### src/rtl/split_48_if.sv
// split_48_if: input and output handshake bundle for split_48.
// Optional macro SPLIT_LAST_EN adds the dout_last marker.
interface split_48_if #(
   parameter int unsigned DW = 24
);

   logic            din_flag;
   logic [2*DW-1:0] din;
   logic            din_ready;
   logic [DW-1:0]   dout;
   logic            dout_flag;
   logic            dout_ready;
   logic            busy;
`ifdef SPLIT_LAST_EN
   logic            dout_last;
`endif

   // Upstream/downstream environment view
   modport master (
      output din_flag,
      output din,
      input  din_ready,
      input  dout,
      input  dout_flag,
      output dout_ready,
`ifdef SPLIT_LAST_EN
      input  dout_last,
`endif
      input  busy
   );

   // Splitter view
   modport slave (
      input  din_flag,
      input  din,
      output din_ready,
      output dout,
      output dout_flag,
      input  dout_ready,
`ifdef SPLIT_LAST_EN
      output dout_last,
`endif
      output busy
   );

endinterface

### src/rtl/split_48.sv
// split_48: splits one 2*DW-bit word into two DW-bit beats, upper half first.
// Optional macro SPLIT_LAST_EN drives dout_last high while the lower half is presented.
module split_48 #(
   parameter int unsigned DW = 24
) (
   input  logic       clk,
   input  logic       rst,
   split_48_if.slave  bus
);

   typedef enum logic [1:0] {StIdle, StHi, StLo} state_e;

   state_e          state_q, state_d;
   logic [DW-1:0]   dout_q, dout_d;
   logic [DW-1:0]   lo_buf_q, lo_buf_d;
   logic            dout_flag_q, dout_flag_d;
   logic            din_ready;
   logic            in_xfer;
   logic            out_beat;

   assign in_xfer  = bus.din_flag & din_ready;
   assign out_beat = dout_flag_q & bus.dout_ready;

   // Input ready: LO may take the next word only if its low half leaves this cycle
   always_comb begin
      din_ready = 1'b0;
      if (!rst) begin
         unique case (state_q)
            StIdle:  din_ready = 1'b1;
            StHi:    din_ready = 1'b0;
            StLo:    din_ready = bus.dout_ready;
            default: din_ready = 1'b0;
         endcase
      end
   end

   // Next-state and datapath updates
   always_comb begin
      state_d     = state_q;
      dout_d      = dout_q;
      lo_buf_d    = lo_buf_q;
      dout_flag_d = dout_flag_q;
      unique case (state_q)
         StIdle: begin
            if (in_xfer) begin
               dout_d      = bus.din[2*DW-1:DW];
               lo_buf_d    = bus.din[DW-1:0];
               dout_flag_d = 1'b1;
               state_d     = StHi;
            end
         end
         StHi: begin
            if (out_beat) begin
               dout_d  = lo_buf_q;
               state_d = StLo;
            end
         end
         StLo: begin
            if (out_beat) begin
               if (in_xfer) begin
                  // Reload without a bubble
                  dout_d   = bus.din[2*DW-1:DW];
                  lo_buf_d = bus.din[DW-1:0];
                  state_d  = StHi;
               end else begin
                  dout_flag_d = 1'b0;
                  state_d     = StIdle;
               end
            end
         end
         default: begin
            state_d     = StIdle;
            dout_flag_d = 1'b0;
         end
      endcase
   end

   // State and datapath registers
   always_ff @(posedge clk) begin
      if (rst) begin
         state_q     <= StIdle;
         dout_q      <= '0;
         lo_buf_q    <= '0;
         dout_flag_q <= 1'b0;
      end else begin
         state_q     <= state_d;
         dout_q      <= dout_d;
         lo_buf_q    <= lo_buf_d;
         dout_flag_q <= dout_flag_d;
      end
   end

`ifdef SPLIT_LAST_EN
   logic last_q;

   // Marker follows state: LO always has dout_flag set, so it tracks the low-half beat
   always_ff @(posedge clk) begin
      if (rst) begin
         last_q <= 1'b0;
      end else begin
         last_q <= (state_d == StLo);
      end
   end

   assign bus.dout_last = last_q;
`endif

   assign bus.din_ready = din_ready;
   assign bus.dout      = dout_q;
   assign bus.dout_flag = dout_flag_q;
   assign bus.busy      = (state_q != StIdle);

endmodule

### src/flat_wrapper.sv
// flat-port wrapper written by rule: the top's interface ports become plain ports
module split_48_flat 
#(
   parameter int unsigned DW = 24
)
  (clk, rst, bus_din_flag, bus_din, bus_din_ready, bus_dout, bus_dout_flag, bus_dout_ready, bus_busy);
  split_48_if #(.DW(DW)) bus_i ();
  input  logic clk;
  input  logic rst;
  input wire logic [$bits(bus_i.din_flag)-1:0] bus_din_flag;
  input wire logic [$bits(bus_i.din)-1:0] bus_din;
  output wire logic [$bits(bus_i.din_ready)-1:0] bus_din_ready;
  output wire logic [$bits(bus_i.dout)-1:0] bus_dout;
  output wire logic [$bits(bus_i.dout_flag)-1:0] bus_dout_flag;
  input wire logic [$bits(bus_i.dout_ready)-1:0] bus_dout_ready;
  output wire logic [$bits(bus_i.busy)-1:0] bus_busy;
  assign bus_i.din_flag = bus_din_flag;
  assign bus_i.din = bus_din;
  assign bus_din_ready = bus_i.din_ready;
  assign bus_dout = bus_i.dout;
  assign bus_dout_flag = bus_i.dout_flag;
  assign bus_i.dout_ready = bus_dout_ready;
  assign bus_busy = bus_i.busy;
  split_48 #(.DW(DW)) u_core (.clk(clk), .rst(rst), .bus(bus_i));
endmodule
### config.mk
export PLATFORM = sky130hd
export DESIGN_NAME = split_48_flat
export DESIGN_NICKNAME = d
export VERILOG_FILES = /design/src/rtl/split_48_if.sv /design/src/rtl/split_48.sv /design/src/flat_wrapper.sv
export SDC_FILE = /design/constraint.sdc
export NUM_CORES = 1
export LEC_CHECK = 0
export CORE_UTILIZATION = 46
export DETAILED_ROUTE_END_ITERATION = 10
export GPL_ROUTABILITY_DRIVEN = 0
export PLACE_DENSITY_LB_ADDON = 0.25
export SETUP_SLACK_MARGIN = 0.1
export SLEW_MARGIN = 5
export SYNTH_ARGS = -nofsm -noshare
export SYNTH_HDL_FRONTEND = slang
export SYNTH_SLANG_ARGS = --single-unit
export TNS_END_PERCENT = 20
### constraint.sdc
create_clock -name clk -period 1.8 [get_ports clk]
set_input_delay 0.36 -clock clk [delete_from_list [all_inputs] [get_ports clk]]
set_output_delay 0.36 -clock clk [all_outputs]
set_load 0.03 [all_outputs]
# --- Word-level counts from Yosys, hierarchy flattened ---
# Index checks and enable logic that the tools add are counted.
totals:
  register_bits: 51
  latch_bits: 0
  ram_bits: 0
  romBits: 0
  inputBits: 52
  out_inout_bits: 27
  elab_cells: 39
  memories: 0
op_classes:
  add_sub_neg: 0
  multipliers: 0
  div: 0
  order_cmp: 0
  eq_ne: 6
  shift: 0
  n_mux: 18
  bitwise: 3
  n_reduce_logical: 8
ops:
  columns: ["operator", "n"]
  rows:
  - ["24-bit 2-to-1 mux", 5]
  - ["24-bit one-hot mux with 3 select lines", 1]
  - ["24-bit one-hot mux with 2 select lines", 1]
  - ["2-bit 2-to-1 mux", 3]
  - ["2-bit by 1-bit inequality test with 1-bit output (second input constant)", 3]
  - ["2-bit one-hot mux with 3 select lines", 1]
  - ["3-bit AND reduction", 2]
  - ["1-bit 2-to-1 mux", 5]
  - ["4-bit AND reduction", 1]
  - ["2-bit nonzero test", 2]
  - ["1-bit one-hot mux with 3 select lines", 1]
  - ["3-bit nonzero test", 1]
  - ["1-bit AND", 2]
  - ["2-bit by 1-bit == test with 1-bit output (second input constant)", 1]
  - ["2-bit == test (second input constant)", 1]
  - ["2-bit logical NOT", 1]
  - ["2-bit inequality test (second input constant)", 1]
  - ["1-bit one-hot mux with 2 select lines", 1]
  - ["2-bit AND reduction", 1]
  - ["1-bit inverter", 1]

# --- Longest topological paths before layout ---
depth:
  depth_word: 7
  ltp_mapped: 6
  ltp_nobuf: 3

# --- Least setup slack after synthesis ---
# OpenSTA, ideal clock, no wires.
synth_timing:
  path_type: "in2out"
  from: "input rst"
  to: "output bus_din_ready"
  t_arrival_ns: 1.286
  required_ns: 1.440
  setup_slack_ns: 0.154
  cell_stages: 2
  path_buffers: 1
  cell_sequence: "buf_2 a211oi_1"
synth_between:
  elab_chain_len: 1
synth_lines:
  columns: ["element", "line_no", "source"]
  rows:
  - ["from (decl)", "flat_wrapper.sv:9", "input logic rst;"]
  - ["1-bit 2-to-1 mux", "split_48.sv:27", "if (!rst) begin"]
  - ["to (decl)", "flat_wrapper.sv:12", "output wire logic [$bits(bus_i.din_ready)-1:0] bus_din_ready;"]
# No other way between the ends.

# --- Final worst setup path ---
layout_timing:
  from: "register u_core.dout_q[3], in the netlist u_core.bus.dout[3]"
  to: "output bus_dout[3]"
layout_lines:
  columns: ["element", "line_no", "source"]
  rows:
  - ["from (decl)", "split_48.sv:14", "logic [DW-1:0] dout_q, dout_d;"]
  - ["from (signal assigned)", "split_48.sv:87", "dout_q <= dout_d;"]
  - ["to (decl)", "flat_wrapper.sv:13", "output wire logic [$bits(bus_i.dout)-1:0] bus_dout;"]
# No word-level cell between the ends.

==> flow_summary_export.csv <==
group,metric,value,unit
placed_design,pre_cts_ws,-79.3,ps
cts,cts_buffers,5,
global_route,grt_first_pass_wirelength,10.0,mm
global_route,grt_max_degree,51,
logic_synthesis,synth-seq-cells,51,
cts,cts_tree,"yes",
detailed_routing,vias,2187,
cts,cts.sinks,51,
timing,period_share,0.945,
detailed_routing,vias_per_cell,5.59,
pwr,p_switching,773,uW
setup_path,required,1440,ps
timing,fin_crit,1700,ps
hold_path,min_delay_worst_endpoint,"u_core.bus.dout_flag",
cells_and_area,final_common_cell,"clkdlybuf4s50_1",
pwr,power_per_cell_area,803,nW/um^2
setup_path,critPathMaxFanout,2,
global_route,grt_antenna_before_repair,0,
global_route,grt_pass1_vias,2093,
timing,rsz0062_at_grt,"true",
placed_design,dp_cells,383,
placed_design,io_buffers,78,
logic_synthesis,syn_inst,243,
cells_and_area,diodes,0,
detailed_routing,drt-initial-drc-count,224,
placed_design,place_hpwl,4.31,mm
logic_synthesis,synth_area,2380,um^2
floorplan,ios,79,
logic_synthesis,syn_nets,295,
setup_path,path_delay_family,"buffers and inverters",
setup_path,crit_slowest_cell,"clkdlybuf4s50_1",
logic_synthesis,yosysUniqueCellTypes,27,
detailed_routing,drc_errors,0,
floorplan,initial_utilization,0.492,
pwr,clock_power_share,0.298,
timing,finalHoldViolCount,0,
timing,fin_tns_setup,0,ps
setup_path,cp-end-kind,"output pin",
hold_path,hold_path.class,"in2reg",
cells_and_area,fillers,370,
pwr,seqPwrFrac,0.450,
logic_synthesis,ys_seq_area_frac,0.428,
logic_synthesis,synth_edf_count,0,
setup_path,arrival,1340,ps
floorplan,rows,25,
pwr,combPwrFrac,0.253,
cts,root_buffer,"clkbuf_8",
cells_and_area,layoutNonFillerInstCount,391,
pwr,vdd.ir_drop.worst,373,uV
hold_path,min_path_cells,2,
floorplan,core,4850,um^2
floorplan,die_width,74,um
setup_path,r2r-end,"u_core.lo_buf_q[11]",
detailed_routing,wl,6.20,mm
cells_and_area,drive_above_1_share,0.179,
cts,insertion_delay,310,ps
setup_path,setup.worst_path.class,"reg2out",
setup_path,path_depth,1,
cells_and_area,multi_input_area,1210,um^2
floorplan,die_h,74,um
timing,hold_ws,313,ps
timing,final_max_slew_viol_count,0,
timing,setup_viol_count_final,0,
global_route,grt_overflow,0,
global_route,grt_usage,0.240,
logic_synthesis,synthFlopType,"dfxtp_1",
pwr,p_sw_frac,0.278,
cells_and_area,final_area,3470,um^2
setup_path,worstReg2RegStart,"u_core.state_q[0]",
pwr,p_int,2.01,mW
logic_synthesis,async_reset_ff_frac,0,
timing,worst_pin_slew,635,ps
logic_synthesis,yosys_warnings,0,
floorplan,dieArea,5480,um^2
cells_and_area,layout_common_cells,"clkdlybuf4s50_1 (69), dfxtp_1 (51), a211oi_1 (29)",
cells_and_area,regArea,1020,um^2
pwr,p_leak,1.41,nW
timing,clock.fmax,588,MHz
timing,fin_ws,99.1,ps
cts,cts_max_level,2,
setup_path,slowest_delay,670,ps
hold_path,hold_start,"rst",
setup_path,crit_path_start_kind,"register",
timing,fin_skew,7.94,ps
cts,clkTransAtPathRegs,100,ps
detailed_routing,ant_nets,0,
timing,maxSlewHeadroom,0.576,
flow_run,maxCapViolCount,0,
placed_design,place_area,3340,um^2
setup_path,r2r_cells,5,
setup_path,cp_num_buf_inv,1,
logic_synthesis,postSynthAreaPerCell,9.81,um^2
cells_and_area,final_nets,375,
setup_path,rrSetupSlack,330,ps
setup_path,path_cells,"clkdlybuf4s50_1",
detailed_routing,avgRoutedWirePerCell,15.9,um
outcome,status,"finished, final reports clean",
detailed_routing,drt_pre_antenna_iters,4,
cells_and_area,syn_to_final_growth,45.5,%
cts,ctsLongestPathBuffers,2,
-- layer usage --
layer / share of wire / GRT usage / up-vias
met4: 0.013 / 0.103 / 0
met5: 0 / 0 / -
li1: - / - / 1077
met1: 0.45 / 0.292 / 1040
met2: 0.49 / 0.407 / 61
met3: 0.052 / 0.0569 / 9
-- power groups by stage --
| stage | Sequential [mW] | Combinational (mW) | Clock [mW] |
|---|---|---|---|
| after global placement | 1.28 | 0.700 | 0 |
| after CTS | 1.25 | 0.709 | 0.840 |
| after floorplan | 1.37 | 0.303 | 0 |
| final | 1.25 | 0.704 | 0.829 |
| after global routing | 1.26 | 0.751 | 0.890 |
| after detailed placement | 1.28 | 0.711 | 0 |
-- state kept, by name (all words and copies together) (netlist names) --
signal,flops
u_core.bus.dout,24
u_core.bus.dout_flag,1
u_core.lo_buf_q,24
u_core.state_q,2
-- metrics by stage --
step | total power, mW | util
3_3_place_gp | 1.98 | 0.689
6_report | 2.79 | 0.716
3_5_place_dp | 1.99 | 0.689
5_1_grt | 2.90 | 0.716
4_1_cts | 2.80 | 0.713
2_1_floorplan | 1.67 | -
-- synth_stat cells, types with 2 or more instances --
cell type   n  share of area
dfxtp_1    51           0.43
a211oi_1   29          0.091
a21oi_1    27          0.057
mux2i_1    24           0.10
nand3_1    24          0.050
o21ai_0    21          0.044
a211oi_2   20           0.10
clkbuf_1   12          0.019
buf_2       8          0.017
buf_4       5          0.016
buf_6       3          0.014
o21ai_1     3         0.0063
inv_1       2         0.0031
-- cell families after synthesis --
kind of cell / synth area share
AOI/OAI and AO/OA: 0.328
buffers and inverters: 0.0687
DFF: 0.428
muxes: 0.101
and+or+nand+nor: 0.0745
-- cell type report --
class | instances | share of cell area
tap | 67 | 0.0242
inverter | 2 | 0.00216
timing repair buffer | 101 | 0.297
clock inverter | 2 | 0.0101
sequential | 51 | 0.294
multi-input combinational | 162 | 0.348
clock buffer | 6 | 0.0238
-- how the worst max path moves through the flow --
stage,from,end,slack [ps]
after floorplan,rst,bus_din_ready,150
after global placement,bus_din_flag,u_core.lo_buf_q[10],-30
after detailed placement,bus_din_flag,u_core.lo_buf_q[1],-80
after CTS,bus_dout_ready,bus_din_ready,20
after global routing,u_core.bus.dout[2],bus_dout[2],50
final,u_core.bus.dout[3],bus_dout[3],100
-- what timing repair did --
item	CTS	global route
setup buffers	0	0
setup endpoints to repair	13	26
gates resized for setup	2	5
hold buffers	0	0
Power figures use the tool's default switching activity.
